### config.mk
export PLATFORM = sky130hd
export DESIGN_NAME = cpu_control_fsm_flat
export DESIGN_NICKNAME = d
export VERILOG_FILES = /design/src/rtl/cpu_control_fsm_if.sv /design/src/rtl/cpu_control_fsm.sv /design/src/flat_wrapper.sv
export SDC_FILE = /design/constraint.sdc
export NUM_CORES = 1
export LEC_CHECK = 0
export ABC_AREA = 1
export BUFFER_PORTS_ARGS = -buffer_cell sky130_fd_sc_hd__buf_2
export CAP_MARGIN = 15
export CORE_ASPECT_RATIO = 1.2
export CORE_UTILIZATION = 54
export DETAILED_ROUTE_END_ITERATION = 16
export PLACE_DENSITY = 0.85
export RECOVER_POWER = 100
export SLEW_MARGIN = 10
export SYNTH_ARGS = -nofsm -noshare
export SYNTH_HDL_FRONTEND = slang
export SYNTH_SLANG_ARGS = --single-unit
### constraint.sdc
create_clock -name clk -period 2.1 [get_ports clk]
set_input_delay 0 -clock clk [delete_from_list [all_inputs] [get_ports clk]]
set_output_delay 0 -clock clk [all_outputs]
set_load 0.01 [all_outputs]
### src/rtl/cpu_control_fsm_if.sv
// Unified-memory handshake between the control FSM (master) and the memory (slave).
// The control unit drives the request/address selects; memory answers with ready.
interface cpu_control_fsm_if;
   logic       mem_req;
   logic       mem_we;
   logic [1:0] mem_addr_sel;
   logic       mem_ready;

   modport master (output mem_req, output mem_we, output mem_addr_sel, input mem_ready);
   modport slave  (input mem_req, input mem_we, input mem_addr_sel, output mem_ready);
endinterface

### src/rtl/cpu_control_fsm.sv
// Multi-cycle control unit for the 32-bit CPU datapath: FETCH/DECODE/EXECUTE/MEMORY/WRITEBACK
// sequencing, memory handshake with wait-state timeout, and all datapath strobes/selects.
module cpu_control_fsm #(
   parameter int MEM_TIMEOUT = 16,
   parameter int CNT_W       = 5
) (
   input  logic                     clk,
   input  logic                     rst,
   cpu_control_fsm_if.master        mem,
   input  logic [2:0]               opcode_i,
   input  logic [4:0]               funct_i,
   input  logic [1:0]               funct2_i,
   input  logic                     pc_op_i,
   input  logic                     zero_i,
   input  logic                     neg_i,
   output logic                     ir_write_o,
   output logic                     pc_write_o,
   output logic [1:0]               pc_src_o,
   output logic                     rb_read1_o,
   output logic                     rb_read2_o,
   output logic                     rb_write_o,
   output logic [1:0]               wb_sel_o,
   output logic [3:0]               alu_op_o,
   output logic                     alu_src_imm_o,
   output logic [1:0]               sp_ctl_o,
   output logic [2:0]               state_o,
   output logic                     halted_o,
   output logic                     bus_error_o,
   output logic                     illegal_o
);
   typedef enum logic [2:0] {
      FETCH     = 3'd0,
      DECODE    = 3'd1,
      EXECUTE   = 3'd2,
      MEMORY    = 3'd3,
      WRITEBACK = 3'd4,
      HALT      = 3'd5
   } state_t;

   localparam logic [2:0] OP_ALU  = 3'b000;
   localparam logic [2:0] OP_LDST = 3'b001;
   localparam logic [2:0] OP_BR   = 3'b010;
   localparam logic [2:0] OP_STK  = 3'b011;
   localparam logic [2:0] OP_MOV  = 3'b100;
   localparam logic [2:0] OP_PC   = 3'b101;
   localparam logic [2:0] OP_SALU = 3'b110;
   localparam logic [2:0] OP_ILL  = 3'b111;

   localparam logic [CNT_W-1:0] CNT_LAST = CNT_W'(MEM_TIMEOUT - 1);

   state_t           state_q, state_d;
   logic [CNT_W-1:0] cnt_q, cnt_d;
   logic [2:0]       opcode_q, opcode_d;
   logic [4:0]       funct_q, funct_d;
   logic [1:0]       funct2_q, funct2_d;
   logic             bus_error_q, bus_error_d;

   logic             mem_req, mem_we;
   logic [1:0]       mem_addr_sel;
   logic             ready;

   assign ready = mem.mem_ready;

   // Branch condition on the latched subtype: always, zero, negative, non-zero.
   function automatic logic br_taken(input logic [1:0] f2, input logic z, input logic n);
      case (f2)
         2'b00:   br_taken = 1'b1;
         2'b01:   br_taken = z;
         2'b10:   br_taken = n;
         default: br_taken = !z;
      endcase
   endfunction

   always_ff @(posedge clk or posedge rst) begin
      if (rst) begin
         state_q     <= FETCH;
         cnt_q       <= '0;
         opcode_q    <= '0;
         funct_q     <= '0;
         funct2_q    <= '0;
         bus_error_q <= 1'b0;
      end else begin
         state_q     <= state_d;
         cnt_q       <= cnt_d;
         opcode_q    <= opcode_d;
         funct_q     <= funct_d;
         funct2_q    <= funct2_d;
         bus_error_q <= bus_error_d;
      end
   end

   always_comb begin
      state_d       = state_q;
      cnt_d         = '0;
      opcode_d      = opcode_q;
      funct_d       = funct_q;
      funct2_d      = funct2_q;
      bus_error_d   = bus_error_q;
      ir_write_o    = 1'b0;
      pc_write_o    = 1'b0;
      pc_src_o      = 2'd0;
      rb_read1_o    = 1'b0;
      rb_read2_o    = 1'b0;
      rb_write_o    = 1'b0;
      wb_sel_o      = 2'd0;
      alu_op_o      = 4'd0;
      alu_src_imm_o = 1'b0;
      sp_ctl_o      = 2'b00;
      halted_o      = 1'b0;
      illegal_o     = 1'b0;
      mem_req       = 1'b0;
      mem_we        = 1'b0;
      mem_addr_sel  = 2'd0;

      // Strobes are forced low for as long as reset is held, not just until the next edge.
      if (!rst) begin
         case (state_q)
            FETCH: begin
               mem_req = 1'b1;
               if (ready) begin
                  ir_write_o = 1'b1;
                  pc_write_o = 1'b1;
                  state_d    = DECODE;
               end
            end
            DECODE: begin
               rb_read1_o = 1'b1;
               rb_read2_o = 1'b1;
               opcode_d   = opcode_i;
               funct_d    = funct_i;
               funct2_d   = funct2_i;
               case (opcode_i)
                  OP_PC:   state_d = pc_op_i ? FETCH : HALT;
                  OP_ILL: begin
                     illegal_o = 1'b1;
                     state_d   = FETCH;
                  end
                  default: state_d = EXECUTE;
               endcase
            end
            EXECUTE: begin
               state_d = FETCH;
               case (opcode_q)
                  OP_ALU: begin
                     alu_op_o      = funct_q[3:0];
                     alu_src_imm_o = funct_q[4];
                     state_d       = WRITEBACK;
                  end
                  OP_LDST: begin
                     alu_src_imm_o = 1'b1;
                     state_d       = MEMORY;
                  end
                  OP_BR: begin
                     if (br_taken(funct2_q, zero_i, neg_i)) begin
                        pc_write_o = 1'b1;
                        pc_src_o   = 2'd1;
                     end
                  end
                  OP_STK: begin
                     // PUSH/CALL pre-decrement SP; POP/RET address the current top.
                     if (!funct2_q[0]) sp_ctl_o = 2'b10;
                     state_d = MEMORY;
                  end
                  OP_MOV:  state_d = WRITEBACK;
                  OP_SALU: begin
                     alu_op_o      = funct_q[3:0];
                     alu_src_imm_o = 1'b1;
                     sp_ctl_o      = 2'b11;
                  end
                  default: state_d = FETCH;
               endcase
            end
            MEMORY: begin
               mem_req      = 1'b1;
               mem_addr_sel = (opcode_q == OP_LDST) ? 2'd1 : 2'd2;
               mem_we       = (opcode_q == OP_LDST) ? funct_q[0] : !funct2_q[0];
               if (ready) begin
                  if (mem_we) begin
                     state_d = FETCH;
                     if (opcode_q == OP_STK && funct2_q == 2'b10) begin
                        pc_write_o = 1'b1;
                        pc_src_o   = 2'd1;
                     end
                  end else if (opcode_q == OP_STK && funct2_q == 2'b11) begin
                     pc_write_o = 1'b1;
                     pc_src_o   = 2'd2;
                     sp_ctl_o   = 2'b01;
                     state_d    = FETCH;
                  end else begin
                     if (opcode_q == OP_STK) sp_ctl_o = 2'b01;
                     state_d = WRITEBACK;
                  end
               end
            end
            WRITEBACK: begin
               rb_write_o = 1'b1;
               case (opcode_q)
                  OP_LDST, OP_STK: wb_sel_o = 2'd1;
                  OP_MOV:          wb_sel_o = 2'd2;
                  default:         wb_sel_o = 2'd0;
               endcase
               state_d = FETCH;
            end
            HALT:    halted_o = 1'b1;
            default: state_d = FETCH;
         endcase

         // A ready arriving on the last allowed cycle completes the access instead of faulting.
         if (mem_req && !ready) begin
            cnt_d = cnt_q + 1'b1;
            if (cnt_q == CNT_LAST) begin
               state_d     = HALT;
               bus_error_d = 1'b1;
            end
         end
      end
   end

   assign mem.mem_req      = mem_req;
   assign mem.mem_we       = mem_we;
   assign mem.mem_addr_sel = mem_addr_sel;
   assign state_o          = state_q;
   assign bus_error_o      = bus_error_q;
endmodule

### src/flat_wrapper.sv
// flat-port wrapper written by rule: the top's interface ports become plain ports
module cpu_control_fsm_flat 
#(
   parameter int MEM_TIMEOUT = 16,
   parameter int CNT_W       = 5
)
  (clk, rst, opcode_i, funct_i, funct2_i, pc_op_i, zero_i, neg_i, ir_write_o, pc_write_o, pc_src_o, rb_read1_o, rb_read2_o, rb_write_o, wb_sel_o, alu_op_o, alu_src_imm_o, sp_ctl_o, state_o, halted_o, bus_error_o, illegal_o, mem_mem_req, mem_mem_we, mem_mem_addr_sel, mem_mem_ready);
  cpu_control_fsm_if mem_i ();
  input  logic clk;
  input  logic rst;
  input  logic [2:0] opcode_i;
  input  logic [4:0] funct_i;
  input  logic [1:0] funct2_i;
  input  logic pc_op_i;
  input  logic zero_i;
  input  logic neg_i;
  output logic ir_write_o;
  output logic pc_write_o;
  output logic [1:0] pc_src_o;
  output logic rb_read1_o;
  output logic rb_read2_o;
  output logic rb_write_o;
  output logic [1:0] wb_sel_o;
  output logic [3:0] alu_op_o;
  output logic alu_src_imm_o;
  output logic [1:0] sp_ctl_o;
  output logic [2:0] state_o;
  output logic halted_o;
  output logic bus_error_o;
  output logic illegal_o;
  output wire logic [$bits(mem_i.mem_req)-1:0] mem_mem_req;
  output wire logic [$bits(mem_i.mem_we)-1:0] mem_mem_we;
  output wire logic [$bits(mem_i.mem_addr_sel)-1:0] mem_mem_addr_sel;
  input wire logic [$bits(mem_i.mem_ready)-1:0] mem_mem_ready;
  assign mem_mem_req = mem_i.mem_req;
  assign mem_mem_we = mem_i.mem_we;
  assign mem_mem_addr_sel = mem_i.mem_addr_sel;
  assign mem_i.mem_ready = mem_mem_ready;
  cpu_control_fsm #(.MEM_TIMEOUT(MEM_TIMEOUT), .CNT_W(CNT_W)) u_core (.clk(clk), .rst(rst), .mem(mem_i), .opcode_i(opcode_i), .funct_i(funct_i), .funct2_i(funct2_i), .pc_op_i(pc_op_i), .zero_i(zero_i), .neg_i(neg_i), .ir_write_o(ir_write_o), .pc_write_o(pc_write_o), .pc_src_o(pc_src_o), .rb_read1_o(rb_read1_o), .rb_read2_o(rb_read2_o), .rb_write_o(rb_write_o), .wb_sel_o(wb_sel_o), .alu_op_o(alu_op_o), .alu_src_imm_o(alu_src_imm_o), .sp_ctl_o(sp_ctl_o), .state_o(state_o), .halted_o(halted_o), .bus_error_o(bus_error_o), .illegal_o(illegal_o));
endmodule
=== After elaboration in Yosys (flattened, before gate mapping) ===
Index checks and enable logic that the tools add are counted.

* Output and inout bits: 26
* Word-level logic and storage cells: 110
* Input port bits: 16
* Register bits after elaboration: 19

* Reductions and logical operators: 16
* Add/subtract/negate cells: 1
* Multiplexer cells: 70
* Bitwise logic cells: 1
* Eq/ne operators: 16

{| class="wikitable"
|+ Operators by type and width
! operator !! number
|-
| 1-bit two-way mux || 33
|-
| 2-bit two-way mux || 15
|-
| 3-bit two-way mux || 7
|-
| 3-bit equality test (second input constant) || 6
|-
| 2-bit one-hot mux with 2 select lines || 4
|-
| 3-bit one-hot mux with 5 select lines || 1
|-
| 3-bit by 2-bit equality test with 1-bit output (second input constant) || 4
|-
| 4-bit two-way mux || 3
|-
| 3-bit one-hot mux with 2 select lines || 2
|-
| 5-bit two-way mux || 2
|-
| 2-bit OR reduction || 5
|-
| 3-bit by 1-bit equality test with 1-bit output (second input constant) || 2
|-
| 3-bit logical NOT || 2
|-
| 1-bit one-hot mux with 3 select lines || 2
|-
| 5-bit by 1-bit adder with 5-bit output (second input constant) || 1
|-
| 5-bit by 4-bit equality test with 1-bit output (second input constant) || 1
|-
| 2-bit equality test (second input constant) || 2
|-
| 1-bit logical AND || 3
|-
| 1-bit logical NOT || 3
|-
| 3-bit AND reduction || 1
|-
| 2-bit by 1-bit equality test with 1-bit output (second input constant) || 1
|-
| 2-bit logical NOT || 1
|-
| 1-bit one-hot mux with 2 select lines || 1
|-
| 2-bit AND reduction || 1
|-
| 1-bit NOT || 1
|}

=== Longest topological paths before layout ===
Gate-level depths: netlist of the first run.

* Depth in word-level cells: 9
* Gate-level depth with buffers: 9
* Gate-level depth less buffers: 9

=== Worst setup path after synthesis of the first run ===
Ideal clock, no wire load.

* Path type: reg2reg
* Start: register u_core.cnt_q[0]
* End: register u_core.state_q[2], in the netlist u_core.state_o[2]
* Setup slack: 0.664 ns
* Cell stages (with the launch flop): 10
* Required time: 1.984 ns
* Data arrival time: 1.320 ns
* Clock period less this slack: 1.436 ns
* Path buffers: 0
* Library setup time: 0.116 ns
* Cells stage by stage: dfrtp_1 ha_1 and3_1 ha_1 nand2_1 a21oi_4 nand2_2 o21ai_0 inv_1 nand2_1

* Word-level cells in the longest chain between the ends: 3

{| class="wikitable"
|+ Ends and longest elaborated chain
! what !! RTL line !! text
|-
| start, declared || cpu_control_fsm.sv:52 || <nowiki>logic [CNT_W-1:0] cnt_q, cnt_d;</nowiki>
|-
| start signal, assigned || cpu_control_fsm.sv:84 || <nowiki>cnt_q <= cnt_d;</nowiki>
|-
| 5-bit by 4-bit equality test with 1-bit output || cpu_control_fsm.sv:211 || <nowiki>if (cnt_q == CNT_LAST) begin</nowiki>
|-
| 3-bit two-way mux || cpu_control_fsm.sv:211 ||
|-
| 3-bit two-way mux || cpu_control_fsm.sv:209 || <nowiki>if (mem_req && !ready) begin</nowiki>
|-
| end signal, assigned || cpu_control_fsm.sv:83 || <nowiki>state_q <= state_d;</nowiki>
|-
| end, declared || cpu_control_fsm.sv:51 || <nowiki>state_t state_q, state_d;</nowiki>
|}

No other way between the ends.
A chain may end at the register's enable or synchronous reset.

=== Final worst setup path of the first run ===
* Start: register u_core.state_q[0], in the netlist u_core.state_o[0]
* End: output illegal_o

* Word-level cells in the longest chain between the ends: 3

{| class="wikitable"
|+ Ends and longest elaborated chain
! what !! RTL line !! text
|-
| 3-bit by 1-bit equality test with 1-bit output || cpu_control_fsm.sv:117 || <nowiki>case (state_q)</nowiki>
|-
| 1-bit two-way mux || cpu_control_fsm.sv:117 ||
|-
| 1-bit two-way mux || cpu_control_fsm.sv:116 || <nowiki>if (!rst) begin</nowiki>
|-
| end, declared || flat_wrapper.sv:30 || <nowiki>output logic illegal_o;</nowiki>
|}

No other way between the ends.

==> results.sh, run 1 <==
export IMPL_status="finished, final reports clean"
export IMPL_die_x_um=46.3
export IMPL_placed_cells=245
export IMPL_setup_viol=0
export IMPL_vias=1329
export IMPL_post_cts_buffers=0
export IMPL_syn_area_sq_mm=0.00127
export IMPL_synth_area_leader_cell="dfrtp_1"
export IMPL_num_io_pins=42
export IMPL_diodes=0
export IMPL_synth_top_cells_by_count="42 x nand2_1, 26 x nor2_1, 21 x inv_1"
export IMPL_min_period_ps=1880
export IMPL_port_buffers=41
export IMPL_worst_hold_slack_ps=160
export IMPL_pre_cts_slack_ps=552
export IMPL_synth_top_area_share=0.374
export IMPL_grt_overflow=0
export IMPL_critPathSlowestCell="dfrtp_1"
export IMPL_holdCritPathClass="input pin to flop"
export IMPL_cp_max_fo=21
export IMPL_syn_to_final_growth_pct=22.9
export IMPL_core_sq_mm=0.00214
export IMPL_leakagePower_nw=0.753
export IMPL_finalCritPeriodShare=0.897
export IMPL_postCtsHoldBufs=11
export IMPL_die_area_sq_mm=0.00255
export IMPL_start_util=0.594
export IMPL_post_cts_resized=0
export IMPL_cts_buffers=3
export IMPL_synth_most_common_cell="nand2_1"
export IMPL_setup_ws_ps=215
export IMPL_synth_ff_type="dfrtp_1"
export IMPL_setup_tns_final_ps=0
export IMPL_insertion_delay_ps=310
export IMPL_synth_avg_cell_area_sq_um=7.18
export IMPL_path_cells="inv_1, nor2_4, nand2_1, nor2_4, nand2_2, nor2_2, clkbuf_1"
export IMPL_cts_root_buf="clkbuf_4"
export IMPL_crit_path_frequent_cell="nor2_4"
export IMPL_finalHoldViolCount=0
export IMPL_crit_required_ps=2100
export IMPL_drive_gt1_frac=0.130
export IMPL_synth_nets=195
export IMPL_gp_congestion=0.812
export IMPL_max_freq_ghz=0.531
export IMPL_tightest_slew_ps=518
export IMPL_num_fill_cells=211
export IMPL_drt_wl_total_mm=3.04
export IMPL_netlist_instances=177
export IMPL_dp_hpwl_mm=2.20
export IMPL_rsz0062_at_grt="false"
export IMPL_cts_htree_levels=1
export IMPL_slew_violations=0
export IMPL_antenna_found_initial=0
export IMPL_drtAntennaViolNets=0
export IMPL_synthArstFlopShare=1.00
export IMPL_grt_pass1_wl_mm=4.79
export IMPL_layout_nets=249
export IMPL_drcViolationCount=0
export IMPL_regArea_sq_um=475
export IMPL_power_per_cell_area_mw_per_mm2=1040
export IMPL_die_h_um=55.2
export IMPL_yosys_register_bits=19
export IMPL_cpPeakStageDelay_ps=480
export IMPL_slew_headroom=0.652
export IMPL_finalPower_mw=1.63
export IMPL_grt_max_degree=22
export IMPL_design_area_sq_mm=0.00156
export IMPL_end_kind="primary output"
export IMPL_drt_iter0_drc=26
export IMPL_num_rows=18
export IMPL_clk_pin_slew_ps=110
export IMPL_cts_sinks=19
export IMPL_dpl_cell_area_sq_mm=0.00148
export IMPL_fin_util=0.730
export IMPL_clockBufferDepth=2
export IMPL_grt_pass1_vias=1220
export IMPL_synth_cell_types=26
export IMPL_fin_skew_ps=10.5
export IMPL_vias_per_cell=5.11
export IMPL_synth_area_leaders="dfrtp_1 37%, nand2_1 12%, nor2_1 7.7%"
export IMPL_path_class="flop to primary output"
export IMPL_cp_start_kind="flop"
export IMPL_synth_edf_count=0
export IMPL_yosys_warnings=0
export IMPL_cts_tree="yes"
export IMPL_multiInputGateArea_sq_um=641
export IMPL_synth_seq_area_share=0.374
export IMPL_max_cap_viol_count=0
export IMPL_dr_pass1_iters=4
export IMPL_wl_per_cell_um=11.7
export IMPL_arrival_ps=1880
export IMPL_grt_usage=0.269
export IMPL_peakVddDrop_uv=785
export IMPL_instances_no_fill=260
-- where the power goes --
| part | switching (mW) | internal [mW] |
|---|---|---|
| clock | 0.113 | 0.0742 |
| combinational | 0.559 | 0.254 |
| sequential | 0.136 | 0.490 |
-- logic make-up (layout without fill, tap and decap cells) --
family | Yosys count | in the layout | synth area share
AOI/OAI and AO/OA | 23 | 23 | 0.111
adders and majority gates | 2 | 2 | 0.0197
xor gates and xnor gates | 2 | 2 | 0.0138
buffers and inverters | 29 | 82 | 0.103
and+or+nand+nor | 102 | 102 | 0.378
DFF | 19 | 19 | 0.374
-- per-layer routing --
metal / vias to the layer above / global-route usage / routed length, um
met1: 610 / 0.324 / 1350
met4: 0 / 0.142 / 83
met2: 49 / 0.455 / 1480
met3: 11 / 0.0455 / 127
li1: 659 / - / -
met5: - / 0 / 0
-- path summary, 6_finish.rpt --
check,startpoint,to,slack (ps),cells after the start
worst max-delay path,u_core.state_o[0]$_DFFE_PP0N_,illegal_o,220,7
worst min-delay path,mem_mem_ready,u_core.state_o[0]$_DFFE_PP0N_,160,6
worst max register to register,u_core.cnt_q[0]$_DFF_PP0_,u_core.state_o[2]$_DFFE_PP0N_,520,9
worst min register to register,u_core.cnt_q[0]$_DFF_PP0_,u_core.cnt_q[0]$_DFF_PP0_,480,1
max in group asynchronous,rst,u_core.funct2_q[0]$_DFFE_PP0P_,1010,4
min in group asynchronous,rst,u_core.state_o[2]$_DFFE_PP0N_,310,3
-- critical path, delay by kind of cell (launching register included) --
family                 cells  cell delay [ps]
AND/OR/NAND/NOR            5              780
flip-flops                 1              480
buffers and inverters      2              310
-- placed cells by master, fill, tap and decap left out, types with 7 or more instances in the layout --
cell type and n:
a21oi_1 7, buf_2 17, clkbuf_1 26, dfrtp_1 19, dlygate4sd3_1 11, inv_1 24, nand2_1 46, nand3_1 10
nor2_1 27, nor3_1 7, o21ai_0 13
-- registers in the layout, summed over array words and instances, names as in the netlist --
name and flops:
u_core.cnt_q 5, u_core.funct_q 5, u_core.opcode_q 3, u_core.state_o 3, u_core.funct2_q 2, u_core.bus_error_o 1
-- area by class of cell --
type | instances | share of cell area
Multi-Input combinational cell | 129 | 0.410
Timing Repair Buffer | 53 | 0.185
Clock buffer | 4 | 0.0168
Sequential cell | 19 | 0.304
Tap cell | 30 | 0.0240
Inverter | 25 | 0.0600
No activity file was read; power rests on OpenSTA's default activity.
==> run 2, diff against run 1 <==
--- a/config.mk
+++ b/config.mk
@@ -6,11 +6,12 @@
 export NUM_CORES = 1
 export LEC_CHECK = 0
-export ABC_AREA = 1
+export ABC_AREA = 0
 export BUFFER_PORTS_ARGS = -buffer_cell sky130_fd_sc_hd__buf_2
 export CAP_MARGIN = 15
 export CORE_ASPECT_RATIO = 1.2
-export CORE_UTILIZATION = 54
+export CORE_MARGIN = 5
+export CORE_UTILIZATION = 53
 export DETAILED_ROUTE_END_ITERATION = 16
-export PLACE_DENSITY = 0.85
+export PLACE_DENSITY = 0.84
 export RECOVER_POWER = 100
 export SLEW_MARGIN = 10
==> constraint.sdc (replaced) <==
create_clock -name clk -period 2.1 [get_ports clk]
set_input_delay 0 -clock clk [delete_from_list [all_inputs] [get_ports clk]]
set_output_delay 0 -clock clk [all_outputs]
set_load 0.05 [all_outputs]
==> run 2 against run 1 <==
Net effect:
- global-route usage fell by 6.8 points
- non-clock buffer count up 3
- clock skew is 7.5 ps lower
- critical path type unchanged
==> results.sh, run 2 <==
export IMPL_synth_edf_count=0
export IMPL_seqPwrFrac=0.387
export IMPL_vias=1209
export IMPL_syn_area_sq_mm=0.00122
export IMPL_rsz0062_at_grt="true"
export IMPL_cpPeakStageDelay_ps=440
export IMPL_combPwrFrac=0.506
export IMPL_finalCritPeriodShare=0.965
export IMPL_intPower_uw=875
export IMPL_synth_ff_type="dfrtp_1"
export IMPL_synthArstFlopShare=1.00
export IMPL_clk_pin_slew_ps=100
export IMPL_post_cts_buffers=0
export IMPL_synth_avg_cell_area_sq_um=8.75
export IMPL_crit_required_ps=2100
export IMPL_min_period_ps=2030
export IMPL_netlist_instances=139
export IMPL_core_sq_mm=0.00223
export IMPL_dp_hpwl_mm=2.32
export IMPL_die_x_um=53.7
export IMPL_leakagePower_nw=0.758
export IMPL_clockBufferDepth=2
export IMPL_drtAntennaViolNets=0
export IMPL_antenna_found_initial=0
export IMPL_path_delay_family="simple AND/OR/NAND/NOR gates"
export IMPL_drcViolationCount=0
export IMPL_layout_nets=207
export IMPL_peakVddDrop_uv=677
export IMPL_cp_start_kind="flop"
export IMPL_finalPower_mw=1.70
export IMPL_gp_congestion=0.845
export IMPL_tightest_slew_ps=1020
export IMPL_setup_ws_ps=73.5
export IMPL_port_buffers=41
export IMPL_power_per_cell_area_mw_per_mm2=1060
export IMPL_max_freq_ghz=0.493
export IMPL_grt_usage=0.201
export IMPL_syn_to_final_growth_pct=31.5
export IMPL_swShare=0.486
export IMPL_status="finished, final reports clean"
export IMPL_drt_wl_total_mm=3.09
export IMPL_yosys_warnings=0
export IMPL_dr_pass1_iters=4
export IMPL_fin_util=0.716
export IMPL_cts_tree="yes"
export IMPL_die_area_sq_mm=0.00336
export IMPL_reg_top3="u_core.cnt_q x5, u_core.funct_q x5"
export IMPL_synth_top_cells_by_count="19 x dfrtp_1, 16 x nor2_1, 9 x mux2_2, 9 x nor3_1, 9 x o21ai_0"
export IMPL_die_h_um=62.5
export IMPL_yosys_register_bits=19
export IMPL_path_cells="and4b_1, nand4_1, or2_0, a2111oi_4, clkbuf_4"
export IMPL_drt_iter0_drc=61
export IMPL_grt_max_degree=20
export IMPL_grt_pass1_vias=1159
export IMPL_arrival_ps=2030
export IMPL_synth_area_leaders="dfrtp_1 39%, mux2_2 8.3%, nor2_1 4.9%"
export IMPL_num_io_pins=42
export IMPL_final_cell_mix="37 x buf_2, 17 x dfrtp_1, 16 x nor2_1"
export IMPL_p_sw_uw=827
export IMPL_wl_per_cell_um=14.1
export IMPL_layout_commonest_cell="buf_2"
export IMPL_end_kind="primary output"
export IMPL_cp_max_fo=6
export IMPL_drive_gt1_frac=0.335
export IMPL_cts_root_buf="clkbuf_4"
export IMPL_finalHoldViolCount=0
export IMPL_power_frac_clock=0.107
export IMPL_synth_seq_area_share=0.391
export IMPL_synth_cell_types=37
export IMPL_cts_sinks=19
export IMPL_vias_per_cell=5.52
export IMPL_critPathSlowestCell="dfrtp_1"
export IMPL_slew_violations=0
export IMPL_insertion_delay_ps=290
export IMPL_slew_headroom=0.322
export IMPL_start_util=0.544
export IMPL_synth_most_common_cell="dfrtp_1"
export IMPL_cts_buffers=3
export IMPL_fin_skew_ps=3.02
export IMPL_grt_pass1_wl_mm=5.26
export IMPL_diodes=0
export IMPL_path_class="flop to primary output"
export IMPL_cts_htree_levels=1
export IMPL_max_cap_viol_count=0
export IMPL_synth_area_leader_cell="dfrtp_1"
export IMPL_holdCritPathClass="input pin to flop"
export IMPL_pre_cts_slack_ps=334
export IMPL_num_rows=19
export IMPL_path_buf_inv=1
export IMPL_grt_overflow=0
export IMPL_setup_viol=0
export IMPL_synth_top_area_share=0.391
export IMPL_worst_hold_slack_ps=148
export IMPL_synth_nets=157
run 2: cell families (layout without fill, tap and decap cells):
logic type | Yosys count | after routing | share of synthesized area
compound gates | 23 | 23 | 0.120
fa+ha+maj | 2 | 2 | 0.0206
simple gates | 65 | 65 | 0.290
mux | 9 | 9 | 0.0833
xor+xnor | 4 | 4 | 0.0288
buf+inv | 17 | 66 | 0.0658
flops | 19 | 19 | 0.391
run 2: final cells by class:
| cell class | instances | area [sq um] |
|---|---|---|
| Tap cell | 31 | 38.8 |
| Fill cell | 194 | 636 |
| Timing Repair Buffer | 56 | 340 |
| Multi-Input combinational cell | 103 | 693 |
| Clock buffer | 4 | 26.3 |
| Sequential cell | 19 | 478 |
| Inverter | 6 | 22.5 |
run 2: what timing repair did:
item | 4_1_cts | 5_1_grt
endpoints found under the setup margin | 0 | 6
hold endpoints to repair | 29 | 0
gates resized for setup | 0 | 4
hold buffers | 11 | 0
run 2: worst paths after layout:
check	startpoint	endpoint	slack, ps	cells after the start
hold / removal	mem_mem_ready	u_core.state_o[1]$_DFFE_PP0N_	150	4
min in group asynchronous	rst	u_core.state_o[2]$_DFFE_PP0N_	720	4
hold reg to reg	u_core.bus_error_o$_DFFE_PP0P_	u_core.bus_error_o$_DFFE_PP0P_	490	1
setup reg to reg	u_core.cnt_q[0]$_DFF_PP0_	u_core.state_o[1]$_DFFE_PP0N_	450	6
setup / recovery	u_core.state_o[2]$_DFFE_PP0N_	pc_src_o[0]	70	5
max in group asynchronous	rst	u_core.state_o[0]$_DFFE_PP0N_	700	4
run 2: worst reg2reg max path: cells and delay by family (launching register included):
family                     cells  cell delay, ps
AOI/OAI and AO/OA              3             470
DFF                            1             420
adders and majority gates      2             460
and+or+nand+nor                1             190
run 2: power groups by stage:
| stage | clock network [mW] | registers (mW) | logic [mW] |
|---|---|---|---|
| floorplan | 0 | 0.643 | 0.679 |
| global placement | 0 | 0.642 | 0.829 |
| detailed placement | 0 | 0.660 | 0.841 |
| CTS | 0.188 | 0.650 | 0.861 |
| global route | 0.216 | 0.684 | 0.935 |
| finish | 0.182 | 0.659 | 0.861 |
run 2: layer usage:
metal	wire (um)	GRT usage	vias to the layer above
met5	0	0	-
met1	1290	0.247	567
met3	167	0.0215	10
met2	1560	0.355	44
li1	-	-	588
met4	72	0.0575	0
run 2: stage by stage:
step	setup TNS, ps	instance area, sq um	std cells
after floorplan	-72.5	1240	139
after CTS	0	1600	219
after global placement	0	1460	204
after global routing	-45.1	1600	219
after detailed placement	0	1460	204
final	0	1600	219
==> run 3, diff against run 2 <==
Settings changed: CORE_ASPECT_RATIO 1.2 to 1.5.
==> run 3 against run 2 <==
Net effect:
- count of clock-buffer cells in the layout stayed put
- utilization increased by 0.89 points
- sequential power grew 0.8%
- global-route usage grew 1.1 points
- first-iteration DRC count shrank 41%
- sequential share of layout area grew 0.078 points
- setup slack improved by 34 ps
- sequential cell count stayed put
- worst hold slack got worse by 2.1 ps
- critical path type unchanged
- critical endpoint unchanged
- largest cell class unchanged
- largest power group unchanged
==> results.sh, run 3 (synthesis gave the netlist of run 2 again) <==
export IMPL_status="finished, final reports clean"
export IMPL_antenna_found_initial=0
export IMPL_drt_wl_total_mm=3.30
export IMPL_num_rows=21
export IMPL_clk_pin_slew_ps=110
export IMPL_rsz0062_at_grt="false"
export IMPL_timing_rr_start="u_core.state_o[2]$_DFFE_PP0N_"
export IMPL_drcViolationCount=0
export IMPL_setup_viol=0
export IMPL_cp_max_fo=8
export IMPL_start_util=0.551
export IMPL_fin_skew_ps=6.93
export IMPL_setup_ws_ps=107
export IMPL_max_freq_ghz=0.502
export IMPL_grt_pass1_wl_mm=5.62
export IMPL_end_kind="primary output"
export IMPL_dp_hpwl_mm=2.38
export IMPL_peakVddDrop_uv=754
export IMPL_reg2reg_depth=6
export IMPL_crit_end="pc_src_o[0]"
export IMPL_cts_root_buf="clkbuf_4"
export IMPL_core_sq_mm=0.00221
export IMPL_cts_buffers=3
export IMPL_layout_nets=209
export IMPL_drive_gt1_frac=0.305
export IMPL_min_period_ps=1990
export IMPL_r2r_end="u_core.cnt_q[2]$_DFF_PP0_"
export IMPL_grt_overflow=0
export IMPL_syn_to_final_growth_pct=31.5
export IMPL_drtAntennaViolNets=0
export IMPL_arrival_ps=1990
export IMPL_insertion_delay_ps=300
export IMPL_reg_top3="u_core.cnt_q x5, u_core.funct_q x5"
export IMPL_r2r_slack_ps=320
export IMPL_dr_pass1_iters=4
export IMPL_finalCritPeriodShare=0.949
export IMPL_cp_start_kind="flop"
export IMPL_slew_violations=0
export IMPL_drt_iter0_drc=36
export IMPL_clockBufferDepth=2
export IMPL_die_h_um=68.7
export IMPL_setup_tns_final_ps=0
export IMPL_grt_pass1_vias=1233
export IMPL_wl_per_cell_um=15.5
export IMPL_grt_usage=0.213
export IMPL_final_cell_mix="16 x nor2_1, 16 x buf_2, 16 x dfrtp_1"
export IMPL_critical_path_startpoint="u_core.state_o[2]$_DFFE_PP0N_"
export IMPL_path_class="flop to primary output"
export IMPL_instances_no_fill=213
export IMPL_placed_cells=196
export IMPL_hold_path_depth=4
export IMPL_num_io_pins=42
export IMPL_cts_tree="yes"
export IMPL_slew_headroom=0.596
export IMPL_leakagePower_nw=0.722
export IMPL_pre_cts_slack_ps=313
export IMPL_grt_max_degree=21
export IMPL_cts_htree_levels=1
export IMPL_holdCritPathClass="input pin to flop"
export IMPL_max_cap_viol_count=0
export IMPL_vias=1200
export IMPL_vias_per_cell=5.63
export IMPL_worst_hold_slack_ps=146
export IMPL_die_x_um=49.1
export IMPL_crit_required_ps=2100
export IMPL_cts_sinks=19
export IMPL_diodes=0
export IMPL_power_per_cell_area_mw_per_mm2=1070
export IMPL_finalHoldViolCount=0
export IMPL_finalPower_mw=1.71
export IMPL_port_buffers=41
export IMPL_die_area_sq_mm=0.00337
export IMPL_gp_congestion=0.887
export IMPL_tightest_slew_ps=609
==> run 3: changes by cell type in the layout (fill, tap and decap cells not counted) <==
cell | previous run | this run
and2_0 | 0 | 1
and2_1 | 6 | 5
buf_2 | 37 | 16
buf_4 | 3 | 4
buf_6 | 0 | 1
clkbuf_1 | 5 | 13
clkbuf_2 | 0 | 13
dfrtp_1 | 17 | 16
dfrtp_2 | 2 | 3
==> run 3: routing by layer <==
layer	vias to the layer above	global-route usage	part of all wire
met4	0	0.0875	0.028
met1	558	0.246	0.36
met2	46	0.390	0.55
met5	-	0	0
li1	587	-	-
met3	9	0.0301	0.060
==> run 3: report_power, final <==
group	total (mW)	switching (mW)	internal (mW)
clock	0.186	0.112	0.0741
sequential	0.664	0.172	0.492
combinational	0.865	0.553	0.312
==> run 3: worst min path at each step <==
stage	startpoint	to	slack, ps
global route	mem_mem_ready	u_core.cnt_q[4]$_DFF_PP0_	190
floorplan	opcode_i[0]	u_core.opcode_q[0]$_DFFE_PP0P_	120
CTS	mem_mem_ready	u_core.state_o[1]$_DFFE_PP0N_	150
global placement	rst	u_core.state_o[2]$_DFFE_PP0N_	170
finish	mem_mem_ready	u_core.state_o[1]$_DFFE_PP0N_	150
detailed placement	rst	u_core.state_o[1]$_DFFE_PP0N_	180
==> run 3: worst max-delay path: stages (launching register included) <==
cell       delay [ps]
dfrtp_2           460
and4b_1           250
nand4_1           110
or2_0             270
a2111oi_4         380
buf_6             210
==> run 3: final cells by class <==
type / instances / area, sq um
Inverter: 6 / 22.5
Timing Repair Buffer: 58 / 349
Fill cell: 174 / 608
Tap cell: 23 / 28.8
Clock buffer: 4 / 26.3
Sequential cell: 19 / 479
Multi-Input combinational cell: 103 / 693
==> run 3: metrics by stage <==
| step | util | instance area, sq um |
|---|---|---|
| 2_1_floorplan | - | 1240 |
| 3_3_place_gp | 0.657 | 1450 |
| 3_5_place_dp | 0.657 | 1450 |
| 4_1_cts | 0.720 | 1590 |
| 5_1_grt | 0.724 | 1600 |
| 6_report | 0.724 | 1600 |
==> run 3: repair_timing <==
item / 4_1_cts / 5_1_grt
setup buffers: 0 / 2
resized for setup: 1 / 5
endpoints found under the setup margin: 1 / 6
cloned: 0 / 0
pin swaps: 0 / 0
hold buffers: 11 / 0
endpoints found under the hold margin: 29 / 0
